==> src/rtl/status_sender.sv <==
// Status packet builder for the FT245 TX FIFO.
// Counts receiver events and streams a 14-byte snapshot packet.
module status_sender #(
  parameter int          DATA_W       = 8,
  parameter int          NUM_CHANNELS = 128,
  parameter logic [15:0] FW_VERSION   = 16'h0001
) (
  input  logic              clk,
  input  logic              rst,
  input  logic              req,
  input  logic              clear_counts,
  input  logic              read_error,
  input  logic              phase_parse_en,
  input  logic              mod_enable,
  input  logic [15:0]       mod_half_period,
  input  logic              txfifo_full,
  output logic              txfifo_wr,
  output logic [DATA_W-1:0] txfifo_data,
  output logic              busy
);

  typedef enum logic [1:0] {
    IDLE,
    LOAD,
    SEND
  } state_t;

  localparam logic [15:0] NCH = 16'(NUM_CHANNELS);
  localparam logic [3:0]  LAST_IDX = 4'd13;

  state_t      state;
  state_t      state_nx;
  logic [3:0]  idx;
  logic        pending;
  logic [15:0] err_cnt;
  logic [15:0] frame_cnt;
  logic [15:0] snap_err;
  logic [15:0] snap_frm;
  logic [15:0] snap_mhp;
  logic        snap_en;
  logic [7:0]  snap_chk;
  logic [7:0]  chk_live;
  logic [7:0]  byte_sel;
  logic        last_wr;

  assign last_wr = txfifo_wr && (idx == LAST_IDX);

  always_ff @(posedge clk) begin
    if (rst) begin
      state <= IDLE;
    end else begin
      state <= state_nx;
    end
  end

  always_comb begin
    state_nx = state;
    unique case (state)
      IDLE: if (req || pending) state_nx = LOAD;
      LOAD: state_nx = SEND;
      SEND: if (last_wr) state_nx = IDLE;
      default: state_nx = IDLE;
    endcase
  end

  always_comb begin
    txfifo_wr   = (state == SEND) && !txfifo_full;
    busy        = (state != IDLE);
    txfifo_data = '0;
    if (state == SEND) txfifo_data = byte_sel;
  end

  always_comb begin
    byte_sel = 8'h00;
    unique case (idx)
      4'd0:  byte_sel = 8'hA5;
      4'd1:  byte_sel = 8'h5A;
      4'd2:  byte_sel = FW_VERSION[15:8];
      4'd3:  byte_sel = FW_VERSION[7:0];
      4'd4:  byte_sel = NCH[15:8];
      4'd5:  byte_sel = NCH[7:0];
      4'd6:  byte_sel = snap_err[15:8];
      4'd7:  byte_sel = snap_err[7:0];
      4'd8:  byte_sel = snap_frm[15:8];
      4'd9:  byte_sel = snap_frm[7:0];
      4'd10: byte_sel = {7'b0, snap_en};
      4'd11: byte_sel = snap_mhp[15:8];
      4'd12: byte_sel = snap_mhp[7:0];
      4'd13: byte_sel = snap_chk;
      default: byte_sel = 8'h00;
    endcase
  end

  // Checksum over bytes 2..12, formed from the values being snapshotted
  always_comb begin
    chk_live = FW_VERSION[15:8] ^ FW_VERSION[7:0]
             ^ NCH[15:8] ^ NCH[7:0]
             ^ err_cnt[15:8] ^ err_cnt[7:0]
             ^ frame_cnt[15:8] ^ frame_cnt[7:0]
             ^ {7'b0, mod_enable}
             ^ mod_half_period[15:8]
             ^ mod_half_period[7:0];
  end

  always_ff @(posedge clk) begin
    if (rst || clear_counts) begin
      err_cnt   <= '0;
      frame_cnt <= '0;
    end else begin
      if (read_error && (err_cnt != 16'hFFFF)) begin
        err_cnt <= err_cnt + 16'd1;
      end
      if (phase_parse_en) begin
        frame_cnt <= frame_cnt + 16'd1;
      end
    end
  end

  always_ff @(posedge clk) begin
    if (rst) begin
      pending <= 1'b0;
    end else if (req && (state != IDLE)) begin
      pending <= 1'b1;
    end else if (state == LOAD) begin
      pending <= 1'b0;
    end
  end

  always_ff @(posedge clk) begin
    if (rst) begin
      idx <= '0;
    end else if (state == LOAD) begin
      idx <= '0;
    end else if (txfifo_wr) begin
      idx <= idx + 4'd1;
    end
  end

  always_ff @(posedge clk) begin
    if (rst) begin
      snap_err <= '0;
      snap_frm <= '0;
      snap_mhp <= '0;
      snap_en  <= 1'b0;
      snap_chk <= '0;
    end else if (state == LOAD) begin
      snap_err <= err_cnt;
      snap_frm <= frame_cnt;
      snap_mhp <= mod_half_period;
      snap_en  <= mod_enable;
      snap_chk <= chk_live;
    end
  end

endmodule

==> config.mk <==
export PLATFORM = sky130hd
export DESIGN_NAME = status_sender
export DESIGN_NICKNAME = d
export VERILOG_FILES = /design/src/rtl/status_sender.sv
export SDC_FILE = /design/constraint.sdc
export NUM_CORES = 1
export LEC_CHECK = 0
export CAP_MARGIN = 20
export CORE_MARGIN = 3
export CORE_UTILIZATION = 28
export DETAILED_ROUTE_END_ITERATION = 10
export PLACE_DENSITY = 0.46
export SLEW_MARGIN = 20
export SYNTH_ARGS = -nofsm -noshare
export SYNTH_HDL_FRONTEND = slang
export SYNTH_SLANG_ARGS = --single-unit
==> constraint.sdc <==
create_clock -name clk -period 5.4 [get_ports clk]
set_input_delay 1.62 -clock clk [delete_from_list [all_inputs] [get_ports clk]]
set_output_delay 1.62 -clock clk [all_outputs]
set_load 0.02 [all_outputs]
==> results of run 1 <==
worst max-delay path: cells and delay by family (launching register included):
family | cells | cell delay, ps
compound gates | 3 | 1110
simple gates | 2 | 380
fa+ha+maj | 1 | 480
flops | 1 | 430
buf+inv | 2 | 670
placed cells by master (no fill, tap or decap), types with 3 or more instances in the layout:
cell type,netlist,final
a22o_1,8,8
nor3_1,16,16
a21oi_1,67,67
nand3_1,17,17
ha_1,6,6
or3_1,4,4
xor2_1,17,17
a221oi_1,7,7
nand2_1,131,131
a22oi_1,4,4
inv_1,7,7
xnor2_1,49,49
and4_1,3,3
a211oi_1,11,11
nand4_1,8,8
nor2_1,50,50
clkbuf_8,0,4
or2_2,3,3
a31oi_1,3,3
clkdlybuf4s50_1,0,32
nor2b_1,5,4
o21ai_0,15,15
buf_4,1,4
o21ai_1,4,4
and3_1,3,3
clkbuf_16,0,9
dfxtp_1,96,96
kinds of logic (layout without fill, tap and decap cells):
kind of cell / after synthesis / count (layout)
AND/OR/NAND/NOR: 248 / 248
AO/OA/AOI/OAI: 133 / 133
flip-flops: 96 / 96
XOR/XNOR: 66 / 66
buffers and inverters: 57 / 58
adder cells (fa/ha/maj): 6 / 6
multiplexers: 2 / 2
layer usage:
metal	routed length (um)	part of all wire [%]	track usage (%)	vias up
li1	-	-	-	2055
met1	6350	51	19.75	1871
met2	5533	44	21.03	64
met3	401	3.2	2.132	11
met4	209	1.7	5.487	0
met5	0	0	0	-
metrics by stage:
stage          power (uW)  hold slack, ps
2_1_floorplan       849.1           432.1
3_3_place_gp        903.8           442.9
3_5_place_dp        904.6           444.5
4_1_cts              1527           453.9
5_1_grt              1573           478.7
6_report             1512           455.2
final timing paths:
path                               end                 startpoint  slack (ps)
min reg2reg  snap_err[13]$_SDFFE_PP0P_  snap_err[13]$_SDFFE_PP0P_         460
min          snap_err[13]$_SDFFE_PP0P_  snap_err[13]$_SDFFE_PP0P_         460
max reg2reg   err_cnt[13]$_SDFFE_PP0P_    err_cnt[7]$_SDFFE_PP0P_        3500
max                     txfifo_data[0]        idx[0]$_SDFFE_PP0P_         370
state kept, by name, summed over array words and instances, names as in the netlist:
signal     flops
snap_err      16
err_cnt       16
snap_en        1
snap_frm      16
state          2
snap_chk       8
snap_mhp      16
idx            4
frame_cnt     16
pending        1
cell type report:
class	count	area share, %
multi-input combinational	455	47.53
inverter	7	0.4789
sequential	96	35.03
timing repair buffer	38	6.842
clock buffer	13	5.108
tap	220	5.017
power groups by stage:
stage | clock network (uW) | logic (uW) | registers (uW)
after global routing | 662 | 169 | 742
final | 621 | 151 | 740
after floorplan | 0 | 98.6 | 751
after global placement | 0 | 148 | 755
after detailed placement | 0 | 149 | 756
after CTS | 637 | 150 | 740
==> flow_summary.json, run 1 <==
{
  "hold_viol": 0,
  "period_share_pct": 93.23,
  "synthArstFlopShare_pct": 0,
  "p_per_area_nw_per_um2": 275.5,
  "synth_edf_count": 0,
  "holdPathStages": 2,
  "startpoint_type": "flop",
  "worstSetupPathType": "reg -> out",
  "syn2layout_area_growth_pct": 14.97,
  "ys.flop_type": "dfxtp_1",
  "slowest_delay_ps": 570,
  "cts_setup_buffers": 0,
  "yosysWarnings": 0,
  "swShare_pct": 24.36,
  "cts_hold_buffers": 0,
  "required_ps": 3780,
  "globalRoute.totalOverflow": 0,
  "status": "complete, no violations",
  "viasPerCell": 4.826,
  "synth.top_cells.by_area": "dfxtp_1, nand2_1, xnor2_1",
  "p_int_uw": 1144,
  "totalWireLength_um": 12490,
  "cts.reportedPaths.clkPinSlew_ps": 60,
  "synth_common_cells": "nand2_1, dfxtp_1, a21oi_1",
  "io_buffers": 33,
  "synthMuxAreaShare_pct": 0.4457,
  "rsz0062_at_grt": "no",
  "final_util_pct": 32.97,
  "seq_area_frac_synth_pct": 40.27,
  "p_leak_uw": 0.001688,
  "firstDrtPassIters": 5,
  "period_needed_ps": 5034,
  "clk-insertion-delay-late_ps": 350,
  "finalSetupViolations": 0,
  "ys_ff_latch": 96,
  "synth_simple_gate_area_share_pct": 22.97,
  "cts-root-buf": "clkbuf_16",
  "cts_num_sinks": 96,
  "antenna_left": 0,
  "antenna_found_initial": 0,
  "grt_first_pass_wirelength_um": 20310,
  "timing.fmax_ghz": 0.1986,
  "cts_inserted_buffers": 9,
  "crit_path_end_kind": "primary output",
  "cts-resized-gates": 0,
  "synth_cells": 608,
  "yosys.area_share.adder_pct": 1.573,
  "fp.dieH_um": 136.6,
  "clock_skew_ps": 7.169,
  "start_util_pct": 28.67,
  "fin_cells": 829,
  "tightest_slew_ps": 784.1,
  "num_rows": 47,
  "seq_area_um2": 1922,
  "finalSetupTns_ps": 0,
  "max_cap_violations": 0,
  "drt_iter0_drc": 274,
  "critical_path_arrival_ps": 3410,
  "fin_area_um2": 5487,
  "wire_per_inst_um": 15.07,
  "gp_congestion": 0.7771,
  "fin_ws_ps": 365.8,
  "drive_gt1_share_pct": 5.419,
  "die_area_um2": 18650,
  "grt_pass1_vias": 3733,
  "clockBufferDepth": 2,
  "p_seq_share_pct": 48.9,
  "synth_area_um2": 4772,
  "synth_compound_area_share_pct": 17.33,
  "clkPwrFrac_pct": 41.1,
  "fillers": 1753,
  "comb_power_share_pct": 10.0,
  "multi_input_area_um2": 2608,
  "syn_avg_cell_area_um2": 7.849,
  "antenna-diode-count": 0,
  "worstPathMaxFanout": 20,
  "htree_num_levels": 3,
  "synth_top_cell_area_share_pct": 40.27,
  "cp_slowest_cell": "clkdlybuf4s50_1",
  "synth_top_area_cell": "dfxtp_1",
  "place_area_um2": 5186,
  "dp.final_hpwl_um": 8563,
  "synth.net_count": 638,
  "fp.dieW_um": 136.6,
  "slew_headroom_pct": 47.72,
  "post-synth-top-count-cell": "nand2_1",
  "drv_slew": 0,
  "p_sw_uw": 368.2,
  "post-route-drc-count": 0,
  "coreArea_um2": 16640,
  "final_nets": 637,
  "ys_types": 50,
  "cts_tree": "done",
  "hp-class": "reg -> reg",
  "reg2regPathDepth": 5,
  "route.vias.total": 4001,
  "ios": 34,
  "placed_cells": 815,
  "grt_max_degree": 69,
  "grt_usage_pct": 13.88,
  "synth_top_family_by_area": "simple AND/OR/NAND/NOR gates",
  "worstPathCellList": "inv_1 > ha_1 > nor2b_1 > a2111oi_0 > nor3_1 > o21ai_1 > a21oi_1 > clkdlybuf4s50_1",
  "synth_xor_area_share_pct": 12.11,
  "pre_cts_slack_ps": 694.9,
  "ir_drop_v": 0.0001280
}
Note: power is estimated with default switching activity, not from simulation.
==> run 2: changes to the inputs <==
--- a/config.mk
+++ b/config.mk
@@ -8,6 +8,7 @@
 export CAP_MARGIN = 20
 export CORE_MARGIN = 3
 export CORE_UTILIZATION = 28
+export CTS_BUF_LIST = sky130_fd_sc_hd__clkbuf_8
 export DETAILED_ROUTE_END_ITERATION = 10
 export PLACE_DENSITY = 0.46
 export SLEW_MARGIN = 20
==> flow_summary.json, run 2 (synthesis results as in run 1) <==
{
  "cts-root-buf": "clkbuf_8",
  "fillers": 1761,
  "holdPathStages": 2,
  "antenna-diode-count": 0,
  "reg2regPathDepth": 5,
  "cp_slowest_cell": "clkdlybuf4s50_1",
  "viasPerCell": 4.875,
  "ir_drop_v": 0.0001047,
  "p_per_area_nw_per_um2": 250.4,
  "post-route-drc-count": 0,
  "clkPwrFrac_pct": 34.0,
  "slew_headroom_pct": 48.93,
  "antenna_found_initial": 0,
  "worstSetupPathType": "reg -> out",
  "firstDrtPassIters": 5,
  "slowest_delay_ps": 570,
  "cts_num_sinks": 96,
  "worstPathCellList": "inv_1 > ha_1 > nor2b_1 > a2111oi_0 > nor3_1 > o21ai_1 > nor2_1 > clkdlybuf4s50_1",
  "rrSetupSlack_ps": 3500,
  "required_ps": 3780,
  "finalSetupTns_ps": 0,
  "wire_per_inst_um": 15.02,
  "clk-insertion-delay-late_ps": 380,
  "dp.final_hpwl_um": 8563,
  "route.vias.total": 4041,
  "p_total_uw": 1349,
  "grt_max_degree": 69,
  "cts_hold_buffers": 0,
  "drive_gt1_share_pct": 5.419,
  "finalSetupViolations": 0,
  "worstPathMaxFanout": 20,
  "period_share_pct": 93.59,
  "io_buffers": 33,
  "timing.fmax_ghz": 0.1979,
  "clockBufferDepth": 2,
  "die_area_um2": 18650,
  "fp.dieH_um": 136.6,
  "cts_tree": "done",
  "comb_power_share_pct": 11.2,
  "fin_area_um2": 5385,
  "start_util_pct": 28.67,
  "clock_skew_ps": 12.24,
  "rsz0062_at_grt": "no",
  "globalRoute.totalOverflow": 0,
  "final_nets": 637,
  "ios": 34,
  "grt_pass1_vias": 3728,
  "cts.reportedPaths.clkPinSlew_ps": 100,
  "p_seq_share_pct": 54.8,
  "layout_common_cells": "nand2_1, dfxtp_1, a21oi_1, nor2_1, xnor2_1",
  "coreArea_um2": 16640,
  "p_leak_uw": 0.001642,
  "cts_setup_buffers": 0,
  "hp-class": "reg -> reg",
  "status": "complete, no violations",
  "htree_num_levels": 3,
  "fp.dieW_um": 136.6,
  "grt_usage_pct": 13.78,
  "drv_slew": 0,
  "critical_path_arrival_ps": 3430,
  "max_cap_violations": 0,
  "syn2layout_area_growth_pct": 12.85,
  "hold_viol": 0,
  "swShare_pct": 25.97,
  "p_sw_uw": 350.3,
  "grt_first_pass_wirelength_um": 20240,
  "antenna_left": 0,
  "crit_path_end_kind": "primary output",
  "layout_commonest_cell": "nand2_1",
  "p_int_uw": 998.3,
  "totalWireLength_um": 12450,
  "cts_inserted_buffers": 9,
  "gp_congestion": 0.7771,
  "tightest_slew_ps": 766.1,
  "period_needed_ps": 5054,
  "num_rows": 47,
  "startpoint_type": "flop",
  "place_area_um2": 5186,
  "cts-resized-gates": 0,
  "drt_iter0_drc": 263
}
-- run 2: changes by cell type in the layout (fill, tap and decap cells not counted) --
| cell | change |
|---|---|
| clkbuf_16 | -9 |
| clkbuf_8 | +9 |
-- run 2: through the flow --
| stage | utilization [%] | hold WS (ps) | instances | setup slack, ps |
|---|---|---|---|---|
| after floorplan | - | 432.1 | 608 | 1743 |
| after global placement | 31.16 | 442.9 | 815 | 751.0 |
| after detailed placement | 31.16 | 444.5 | 815 | 694.9 |
| after CTS | 32.24 | 458.3 | 828 | 313.4 |
| after global routing | 32.36 | 483.4 | 829 | 78.97 |
| final | 32.36 | 459.4 | 829 | 346.1 |
-- run 2: worst max-delay path, delay by kind of cell, from the launching register on --
family | cells | cell delay (ps)
compound gates | 2 | 970
buf+inv | 2 | 670
simple gates | 3 | 500
fa+ha+maj | 1 | 470
flops | 1 | 440
-- run 2: area by class of cell --
class / instances / area, um2 / area share, %
well taps: 220 / 275.3 / 5.112
flip-flops and latches: 96 / 1922 / 35.69
clock buffers: 13 / 178.9 / 3.323
multi-input cells: 455 / 2608 / 48.42
repair buffers: 38 / 375.4 / 6.970
inverters: 7 / 26.28 / 0.4879
-- run 2: worst paths after layout --
check	end	startpoint
worst max-delay path	txfifo_data[3]	idx[0]$_SDFFE_PP0P_
worst min register to register	snap_frm[1]$_SDFFE_PP0P_	snap_frm[1]$_SDFFE_PP0P_
worst min-delay path	snap_frm[1]$_SDFFE_PP0P_	snap_frm[1]$_SDFFE_PP0P_
worst max register to register	err_cnt[13]$_SDFFE_PP0P_	err_cnt[7]$_SDFFE_PP0P_
-- run 2: layer usage --
metal	vias up	track usage [%]	part of all wire, %
met5	-	0	0
met4	0	4.983	1.4
met3	12	2.132	4.0
met2	84	20.92	45
met1	1888	19.75	50
li1	2057	-	-
-- run 2: power groups by stage --
stage / combinational [uW] / sequential (uW) / clock (uW)
after floorplan: 98.6 / 751 / 0
after CTS: 150 / 739 / 473
after global placement: 148 / 755 / 0
after global routing: 169 / 742 / 499
after detailed placement: 149 / 756 / 0
final: 151 / 739 / 459
==> run 3: changes to the inputs <==
--- a/config.mk
+++ b/config.mk
@@ -5,6 +5,7 @@
 export SDC_FILE = /design/constraint.sdc
 export NUM_CORES = 1
 export LEC_CHECK = 0
+export ABC_CLOCK_PERIOD_IN_PS = 5400
 export CAP_MARGIN = 20
 export CORE_MARGIN = 3
 export CORE_UTILIZATION = 28
==> results of run 3 <==
No change in the layout: final DEF, timing and power equal those of run 2.
